## src/rtl/pipe_pkg.sv

```systemverilog
// Shared definitions for elastic pipeline stage registers.
// Contents:
//   ST_EMPTY/ST_ONE/ST_FULL - stage state encoding, read as {skid_v, main_v}
//   PIPE_DATA_W             - default payload width
//   PIPE_CNT_W              - default performance counter width
package pipe_pkg;

   localparam logic [1:0] ST_EMPTY = 2'b00;
   localparam logic [1:0] ST_ONE   = 2'b01;
   localparam logic [1:0] ST_FULL  = 2'b11;

   localparam int unsigned PIPE_DATA_W = 64;
   localparam int unsigned PIPE_CNT_W  = 8;

endpackage

```

## src/rtl/elastic_pipe_reg_if.sv

```systemverilog
// Valid/ready handshake bundle around one pipeline stage register.
// Signals:
//   in_valid/in_ready/in_data    - upstream side
//   out_valid/out_ready/out_data - downstream side
// Modports:
//   slave  - the stage register itself
//   master - the environment driving upstream and consuming downstream
interface elastic_pipe_reg_if
   import pipe_pkg::*;
#(
   parameter int unsigned DATA_W = PIPE_DATA_W
);

   logic              in_valid;
   logic              in_ready;
   logic [DATA_W-1:0] in_data;
   logic              out_valid;
   logic              out_ready;
   logic [DATA_W-1:0] out_data;

   modport slave (
      input  in_valid,
      input  in_data,
      input  out_ready,
      output in_ready,
      output out_valid,
      output out_data
   );

   modport master (
      output in_valid,
      output in_data,
      output out_ready,
      input  in_ready,
      input  out_valid,
      input  out_data
   );

endinterface

```

## src/rtl/sat_counter.sv

```systemverilog
// Saturating up-counter with a per-cycle increment of 0..2.
// Ports:
//   clk, rst - clock (rising edge), asynchronous active-high reset
//   i_inc    - amount to add this cycle (0..2)
//   o_cnt    - current count, sticks at 2^W-1
module sat_counter #(
   parameter int unsigned W = 8
) (
   input  logic         clk,
   input  logic         rst,
   input  logic [1:0]   i_inc,
   output logic [W-1:0] o_cnt
);

   localparam int unsigned SumW = W + 1;

   logic [W-1:0] r_cnt;
   logic [W:0]   w_sum;
   logic [W-1:0] w_cnt_d;

   // One extra bit catches the wrap; max sum 2^W+1 always sets it.
   assign w_sum   = {1'b0, r_cnt} + SumW'(i_inc);
   assign w_cnt_d = w_sum[W] ? {W{1'b1}} : w_sum[W-1:0];

   always_ff @(posedge clk or posedge rst) begin
      if (rst) begin
         r_cnt <= '0;
      end else begin
         r_cnt <= w_cnt_d;
      end
   end

   assign o_cnt = r_cnt;

endmodule

```

## src/rtl/elastic_pipe_reg.sv

```systemverilog
// Elastic pipeline stage register with optional 2-entry skid buffer,
// legacy freeze/flush controls and a squashed-entry counter.
// Ports:
//   clk, rst      - clock (rising edge), asynchronous active-high reset
//   i_freeze      - hazard stall, no transfer on either side
//   i_flush       - squash every held entry
//   io_pipe       - valid/ready handshake bundle (slave side)
//   o_occupancy   - entries held, 0..2
//   o_squash_cnt  - saturating count of valid entries dropped by flush
module elastic_pipe_reg
   import pipe_pkg::*;
#(
   parameter int unsigned DATA_W            = PIPE_DATA_W,
   parameter bit          SKID_EN           = 1'b1,
   parameter bit          FLUSH_OVER_FREEZE = 1'b0,
   parameter bit          ZERO_ON_FLUSH     = 1'b1,
   parameter int unsigned CNT_W             = PIPE_CNT_W
) (
   input  logic                clk,
   input  logic                rst,
   input  logic                i_freeze,
   input  logic                i_flush,
   elastic_pipe_reg_if.slave   io_pipe,
   output logic [1:0]          o_occupancy,
   output logic [CNT_W-1:0]    o_squash_cnt
);

   logic              r_main_v;
   logic              r_skid_v;
   logic [DATA_W-1:0] r_main;
   logic [DATA_W-1:0] r_skid;

   logic              w_main_v_d;
   logic              w_skid_v_d;
   logic [DATA_W-1:0] w_main_d;
   logic [DATA_W-1:0] w_skid_d;

   logic [1:0]        w_state;
   logic              w_in_ready;
   logic              w_in_fire;
   logic              w_out_fire;
   logic              w_flush_eff;
   logic [1:0]        w_squash_inc;

   assign w_state     = {r_skid_v, r_main_v};
   assign w_flush_eff = i_flush & (~i_freeze | FLUSH_OVER_FREEZE);

   // Without the skid slot the stage can only take a new word when the
   // current one leaves in the same cycle.
   assign w_in_ready  = ~i_freeze & (SKID_EN ? ~r_skid_v : (~r_main_v | io_pipe.out_ready));
   assign w_in_fire   = io_pipe.in_valid & w_in_ready;
   assign w_out_fire  = r_main_v & io_pipe.out_ready & ~i_freeze;

   // Freeze needs no explicit hold: both fire terms are already gated by it.
   always_comb begin
      w_main_v_d = r_main_v;
      w_skid_v_d = r_skid_v;
      w_main_d   = r_main;
      w_skid_d   = r_skid;
      if (w_flush_eff) begin
         w_main_v_d = 1'b0;
         w_skid_v_d = 1'b0;
         if (ZERO_ON_FLUSH) begin
            w_main_d = '0;
            w_skid_d = '0;
         end
      end else begin
         unique case (w_state)
            ST_EMPTY: begin
               if (w_in_fire) begin
                  w_main_v_d = 1'b1;
                  w_main_d   = io_pipe.in_data;
               end
            end
            ST_ONE: begin
               if (w_in_fire && w_out_fire) begin
                  w_main_d = io_pipe.in_data;
               end else if (w_in_fire && SKID_EN) begin
                  w_skid_v_d = 1'b1;
                  w_skid_d   = io_pipe.in_data;
               end else if (w_out_fire) begin
                  w_main_v_d = 1'b0;
               end
            end
            ST_FULL: begin
               if (w_out_fire) begin
                  w_main_d   = r_skid;
                  w_skid_v_d = 1'b0;
               end
            end
            default: begin
               // skid without main is unreachable; fall back to empty
               w_main_v_d = 1'b0;
               w_skid_v_d = 1'b0;
            end
         endcase
      end
   end

   always_ff @(posedge clk or posedge rst) begin
      if (rst) begin
         r_main_v <= 1'b0;
         r_skid_v <= 1'b0;
         r_main   <= '0;
         r_skid   <= '0;
      end else begin
         r_main_v <= w_main_v_d;
         r_skid_v <= w_skid_v_d;
         r_main   <= w_main_d;
         r_skid   <= w_skid_d;
      end
   end

   assign w_squash_inc = w_flush_eff ? ({1'b0, r_main_v} + {1'b0, r_skid_v}) : 2'd0;

   sat_counter #(
      .W (CNT_W)
   ) u_squash_cnt (
      .clk   (clk),
      .rst   (rst),
      .i_inc (w_squash_inc),
      .o_cnt (o_squash_cnt)
   );

   assign io_pipe.in_ready  = w_in_ready;
   assign io_pipe.out_valid = r_main_v;
   assign io_pipe.out_data  = r_main;
   // FULL implies main_v, so {skid_v, main_v & ~skid_v} is the entry count.
   assign o_occupancy       = {r_skid_v, r_main_v & ~r_skid_v};

   // A presented word must not change until it is taken or squashed.
   a_out_stable : assert property (@(posedge clk) disable iff (rst)
      (r_main_v && !w_out_fire && !w_flush_eff) |=> (r_main_v && $stable(r_main)));

endmodule
```

## src/flat_wrapper.sv

```systemverilog
// flat-port wrapper written by rule: the top's interface ports become plain ports
module elastic_pipe_reg_flat import pipe_pkg::*;
#(
   parameter int unsigned DATA_W            = PIPE_DATA_W,
   parameter bit          SKID_EN           = 1'b1,
   parameter bit          FLUSH_OVER_FREEZE = 1'b0,
   parameter bit          ZERO_ON_FLUSH     = 1'b1,
   parameter int unsigned CNT_W             = PIPE_CNT_W
)
  (clk, rst, i_freeze, i_flush, o_occupancy, o_squash_cnt, io_pipe_in_valid, io_pipe_in_data, io_pipe_out_ready, io_pipe_in_ready, io_pipe_out_valid, io_pipe_out_data);
  elastic_pipe_reg_if #(.DATA_W(DATA_W)) io_pipe_i ();
  input  logic clk;
  input  logic rst;
  input  logic i_freeze;
  input  logic i_flush;
  output logic [1:0] o_occupancy;
  output logic [CNT_W-1:0] o_squash_cnt;
  input wire logic [$bits(io_pipe_i.in_valid)-1:0] io_pipe_in_valid;
  input wire logic [$bits(io_pipe_i.in_data)-1:0] io_pipe_in_data;
  input wire logic [$bits(io_pipe_i.out_ready)-1:0] io_pipe_out_ready;
  output wire logic [$bits(io_pipe_i.in_ready)-1:0] io_pipe_in_ready;
  output wire logic [$bits(io_pipe_i.out_valid)-1:0] io_pipe_out_valid;
  output wire logic [$bits(io_pipe_i.out_data)-1:0] io_pipe_out_data;
  assign io_pipe_i.in_valid = io_pipe_in_valid;
  assign io_pipe_i.in_data = io_pipe_in_data;
  assign io_pipe_i.out_ready = io_pipe_out_ready;
  assign io_pipe_in_ready = io_pipe_i.in_ready;
  assign io_pipe_out_valid = io_pipe_i.out_valid;
  assign io_pipe_out_data = io_pipe_i.out_data;
  elastic_pipe_reg #(.DATA_W(DATA_W), .SKID_EN(SKID_EN), .FLUSH_OVER_FREEZE(FLUSH_OVER_FREEZE), .ZERO_ON_FLUSH(ZERO_ON_FLUSH), .CNT_W(CNT_W)) u_core (.clk(clk), .rst(rst), .i_freeze(i_freeze), .i_flush(i_flush), .io_pipe(io_pipe_i), .o_occupancy(o_occupancy), .o_squash_cnt(o_squash_cnt));
endmodule
```

## config.mk

```make
export PLATFORM = sky130hd
export DESIGN_NAME = elastic_pipe_reg_flat
export DESIGN_NICKNAME = d
export VERILOG_FILES = /design/src/rtl/pipe_pkg.sv /design/src/rtl/elastic_pipe_reg_if.sv /design/src/rtl/sat_counter.sv /design/src/rtl/elastic_pipe_reg.sv /design/src/flat_wrapper.sv
export SDC_FILE = /design/constraint.sdc
export NUM_CORES = 1
export LEC_CHECK = 0
export CAP_MARGIN = 20
export CORE_ASPECT_RATIO = 0.5
export CORE_MARGIN = 8
export CORE_UTILIZATION = 45
export DETAILED_ROUTE_END_ITERATION = 10
export GPL_TIMING_DRIVEN = 0
export MAX_ROUTING_LAYER = met4
export PLACE_DENSITY_LB_ADDON = 0.05
export SKIP_LAST_GASP = 1
export SLEW_MARGIN = 25
export SYNTH_ARGS = -nofsm -noshare
export SYNTH_HDL_FRONTEND = slang
export SYNTH_HIERARCHICAL = 1
export SYNTH_SLANG_ARGS = --single-unit
```

## constraint.sdc

```tcl
create_clock -name clk -period 10.9 [get_ports clk]
set_clock_uncertainty 0.2 [all_clocks]
set_input_delay 2.18 -clock clk [delete_from_list [all_inputs] [get_ports clk]]
set_output_delay 2.18 -clock clk [all_outputs]
set_load 0.03 [all_outputs]
```

* Word level (Yosys, flattened, before mapping)
Index checks and enable logic that the tools add are counted.
Storage, ports and cells: bits in registers 138, output and inout port bits 76, word-level logic and storage cells 55, input bits 70
Cells by class: bitwise operators 8, equal/unequal tests 12, add/subtract/negate cells 2, muxes and demuxes 19, reductions and logical operators 9
Operator list (number):
- $mux W64 | 7
- $pmux W64 S3 | 1
- $ne A3 B1 Y1 const B | 5
- $add A8 B2 Y9 | 1
- $mux W8 | 1
- $reduce_and A4 Y1 | 2
- $mux W1 | 7
- $and A1 B1 Y1 | 6
- $ne A2 B1 Y1 const B | 3
- $pmux W1 S3 | 2
- $reduce_and A5 Y1 | 1
- $reduce_bool A2 Y1 | 2
- $reduce_bool A4 Y1 | 1
- $ne A3 B2 Y1 const B | 1
- $ne A3 B3 Y1 const B | 1
- $reduce_and A3 Y1 | 1
- $add A1 B1 Y2 | 1
- $eq A2 B1 Y1 const B | 1
- $eq A2 B2 Y1 const B | 1
- $logic_not A2 Y1 | 1
- $mux W2 | 1
- $not A1 Y1 | 2
- $logic_and A1 B1 Y1 | 1

* Depth between registers and ports, before layout
word-level depth 7, mapped depth 11, depth with buffers taken out 9

* Modules after synthesis
Netlist, hierarchy kept.
Modules (own cells, without submodules):
- elastic_pipe_reg | area an instance 6322.3 µm², cells each 589, seq. area each 3253.1 µm², times used 1
- sat_counter | area an instance 437.9 µm², cells each 41, seq. area each 200.2 µm², times used 1

* Worst setup path after synthesis
Ideal clock, no wire load.
path type input port to output port, from in i_freeze, to out io_pipe_in_ready, path buffers 0, stages 1, setup slack 5849 ps, required time 8520 ps, arrival time 2671 ps, cell sequence nor2_1
On the way: longest elaborated chain between the ends 2
Ends and longest elaborated chain:
- start: declaration | line flat_wrapper.sv:14 | input logic i_freeze;
- $not A1 Y1 | line elastic_pipe_reg.sv:50 | assign w_in_ready = ~i_freeze & (SKID_EN ? ~r_skid_v : (~r_main_v | io_pipe.out_ready));
- $and A1 B1 Y1 | line elastic_pipe_reg.sv:50
- end: declaration | line flat_wrapper.sv:21 | output wire logic [$bits(io_pipe_i.in_ready)-1:0] io_pipe_in_ready;
Every way passes these cells.

* Worst setup path in the final report
Same ends and word-level chain as after synthesis.

==> flow_metrics.py <==
metrics = {
    "logic_synthesis": {
        "ys_seq_area_share_pct": 51.08,
        "netlist_area_mm2": 0.006760,
        "synth-seq-cells": 138,
        "synthSimpleGateAreaFrac_pct": 13.42,
        "yosysWarnings": 6,
        "yosys-top-cells-area": "dfrtp_1 (51%), mux2_4 (13%), mux2i_1 (9.6%), nand2_1 (7.3%), a21oi_1 (5.0%)",
        "synth_nets": 706,
        "synth_xor_area_share_pct": 0.1296,
        "synth-edff-count": 0,
        "synth_ff_type": "dfrtp_1",
        "async_flop_share_pct": 100.0,
        "yosysTopAreaCellShare_pct": 51.08,
        "yosysUniqueCellTypes": 40,
        "syn_area_per_cell_um2": 10.73,
        "yosysTopAreaCell": "dfrtp_1",
        "synth_top_family_by_area": "multiplexers",
        "synth_cells": 630,
        "synth_compound_area_share_pct": 6.496,
        "synth.area.mux_share_pct": 23.62,
        "synth-adder-area-share_pct": 1.222,
    },
    "hold_path": {
        "hold_start": "u_core/io_pipe.out_data[46]$_DFFE_PP0P_",
        "hold_path_depth": 1,
        "hold_path.class": "flop to flop",
        "hold_path_end": "u_core/io_pipe.out_data[46]$_DFFE_PP0P_",
    },
    "sta": {
        "finalSetupTns_ns": 0,
        "drv_slew": 0,
        "finalHoldViolCount": 0,
        "rsz0062_at_grt": "no",
        "post-route-min-period_ns": 6.056,
        "setup_viol": 0,
        "relSlewSlack_pct": 59.47,
        "tightest_slew_ns": 0.6079,
        "max_freq_ghz": 0.1651,
        "period_share_pct": 55.56,
    },
    "detailed_routing": {
        "vias": 4970,
        "wl_um": 16850,
        "wire_per_inst_um": 16.77,
        "dr.pass1.iters": 4,
        "ant_nets": 0,
        "initialDrtViolationCount": 326,
        "viasPerCell": 4.945,
        "drc": 0,
    },
    "critical_path": {
        "reg2reg_from": "u_core/io_pipe.out_valid$_DFFE_PP0P_",
        "regToRegEndpoint": "u_core/u_squash_cnt/o_cnt[0]$_DFF_PP0_",
        "cp-end-kind": "primary output",
        "crit_fanout": 6,
        "cp-start-kind": "primary input",
        "r2r_slack_ns": 7.64,
        "crit_type": "primary input to primary output",
        "arrival_ns": 3.68,
        "ff2ff_path_depth": 10,
        "cp.required_ns": 8.52,
    },
    "layout": {
        "fin_nets": 871,
        "drive_above_1_share_pct": 14.37,
        "n_antenna_cell": 0,
        "fillCellCount": 1245,
        "syn2layout_area_growth_pct": 34.28,
        "final_common_cell": "clkdlybuf4s50_1",
        "finish.instance_area_mm2": 0.009077,
        "final_cell_mix": "clkdlybuf4s50_1 (145), dfrtp_1 (138), nand2_1 (132), nor2_1 (70), a21oi_1 (67)",
        "final_util_pct": 62.24,
    },
    "die": {
        "num_rows": 31,
        "die_w_um": 189.3,
        "fp.dieH_um": 102.7,
        "die_area_mm2": 0.01944,
        "start_util_pct": 46.35,
        "core_area_mm2": 0.01458,
        "ios": 146,
    },
    "run_status": {
        "status": "finished, final reports clean",
    },
    "place": {
        "placed_area_mm2": 0.008494,
        "port_buffers": 145,
        "hpwl_um": 12060,
        "gp_congestion": 0.7896,
    },
    "global_route": {
        "use_met1_pct": 23.62,
        "antenna_found_initial": 0,
        "grt_pass1_vias": 5285,
        "grt_use_total_pct": 18.23,
        "top_usage_layer": "met2",
        "gr-usage-met3_pct": 4.558,
        "grt_pass1_wl_um": 27520,
        "grt_max_degree": 70,
        "overflow": 0,
        "grt_use_met2_pct": 28.71,
    },
    "cts": {
        "cts_sinks": 138,
        "cts-root-buf": "clkbuf_16",
        "cts_hold_buf": 0,
        "cts_tree": "built",
        "path_clk_slew_ns": 0.06,
        "cts_buffers": 17,
        "insertion_delay_ns": 0.41,
        "cts_max_path_buffers": 2,
        "htreeDepth": 4,
        "post-cts-setup-buffers": 0,
        "post_cts_resized": 0,
    },
    "power": {
        "powerDensity_mw_per_mm2": 266.9,
        "p_total_uw": 2423,
        "p_leak_uw": 0.003948,
        "vdd_ir_drop_max_mv": 0.1314,
    },
    "run": {
        "cap_violations": 0,
    },
}
[Yosys cell counts, types with 3 or more instances]
library cell  number
dfrtp_1          138
nand2_1          132
nor2_1            70
a21oi_1           67
mux2i_1           65
mux2_4            60
clkbuf_1          21
buf_2             11
inv_1              9
buf_6              7
buf_1              5
ha_1               5
mux2_1             4
nand3_1            4
nor2b_1            3
[stage by stage]
| step | setup WS, ns | hold slack (ns) | cells |
|---|---|---|---|
| floorplan | 5.051 | 0.3010 | 630 |
| global placement | 2.981 | 0.2777 | 973 |
| detailed placement | 4.842 | 0.2922 | 974 |
| CTS | 4.846 | 0.3107 | 1005 |
| global route | 4.768 | 0.3228 | 1005 |
| finish | 4.844 | 0.3066 | 1005 |
[power breakdown]
group / leakage [µW] / total [µW] / internal (µW) / switching (µW)
Combinational: 0.00188 / 1070 / 533 / 534
Clock: 0.000275 / 569 / 344 / 225
Sequential: 0.00179 / 788 / 683 / 105
[final cells by class]
cell class / count / area (µm²) / area share [%]
Inverter: 9 / 41.29 / 0.4549
Multi-Input combinational cell: 438 / 3034 / 33.43
Sequential cell: 138 / 3453 / 38.04
Tap cell: 198 / 247.7 / 2.729
Timing Repair Buffer: 146 / 1479 / 16.29
Buffer: 45 / 239.0 / 2.633
Clock inverter: 13 / 143.9 / 1.585
Clock buffer: 18 / 439.2 / 4.838
[per-layer routing]
layer	part of all wire [%]	wire length, µm
met5	0	0
met4	0.77	129
met3	4.0	667
met2	45	7662
met1	50	8393
[registers in the layout, summed over array words and instances (netlist names)]
name                       count
u_core/r_skid                 64
u_core/io_pipe.out_data       64
u_core/io_pipe.out_valid       1
u_core/r_skid_v                1
u_core/u_squash_cnt/o_cnt      8
[worst max-delay path: stages]
cell             delay (ns)
clkdlybuf4s50_1        0.49
nor2_1                 0.25
clkdlybuf4s50_1        0.74
[how the worst max path moves through the flow]
stage	from	endpoint	slack (ns)	depth (start not counted)
after floorplan	rst	u_core/io_pipe.out_data[0]$_DFFE_PP0P_	5.05	1
after global placement	rst	u_core/io_pipe.out_data[15]$_DFFE_PP0P_	2.98	2
after detailed placement	i_freeze	io_pipe_in_ready	4.84	3
after CTS	i_freeze	io_pipe_in_ready	4.85	3
after global routing	i_freeze	io_pipe_in_ready	4.77	3
final	i_freeze	io_pipe_in_ready	4.84	3
[kinds of logic (layout without fill, tap and decap cells)]
family | count (synthesis) | count (layout)
and+or+nand+nor | 221 | 221
muxes | 129 | 129
DFF | 138 | 138
AOI/OAI and AO/OA | 81 | 81
buffers and inverters | 54 | 231
xor gates and xnor gates | 1 | 1
adders and majority gates | 6 | 6
Note: power is estimated with default switching activity, not from simulation.
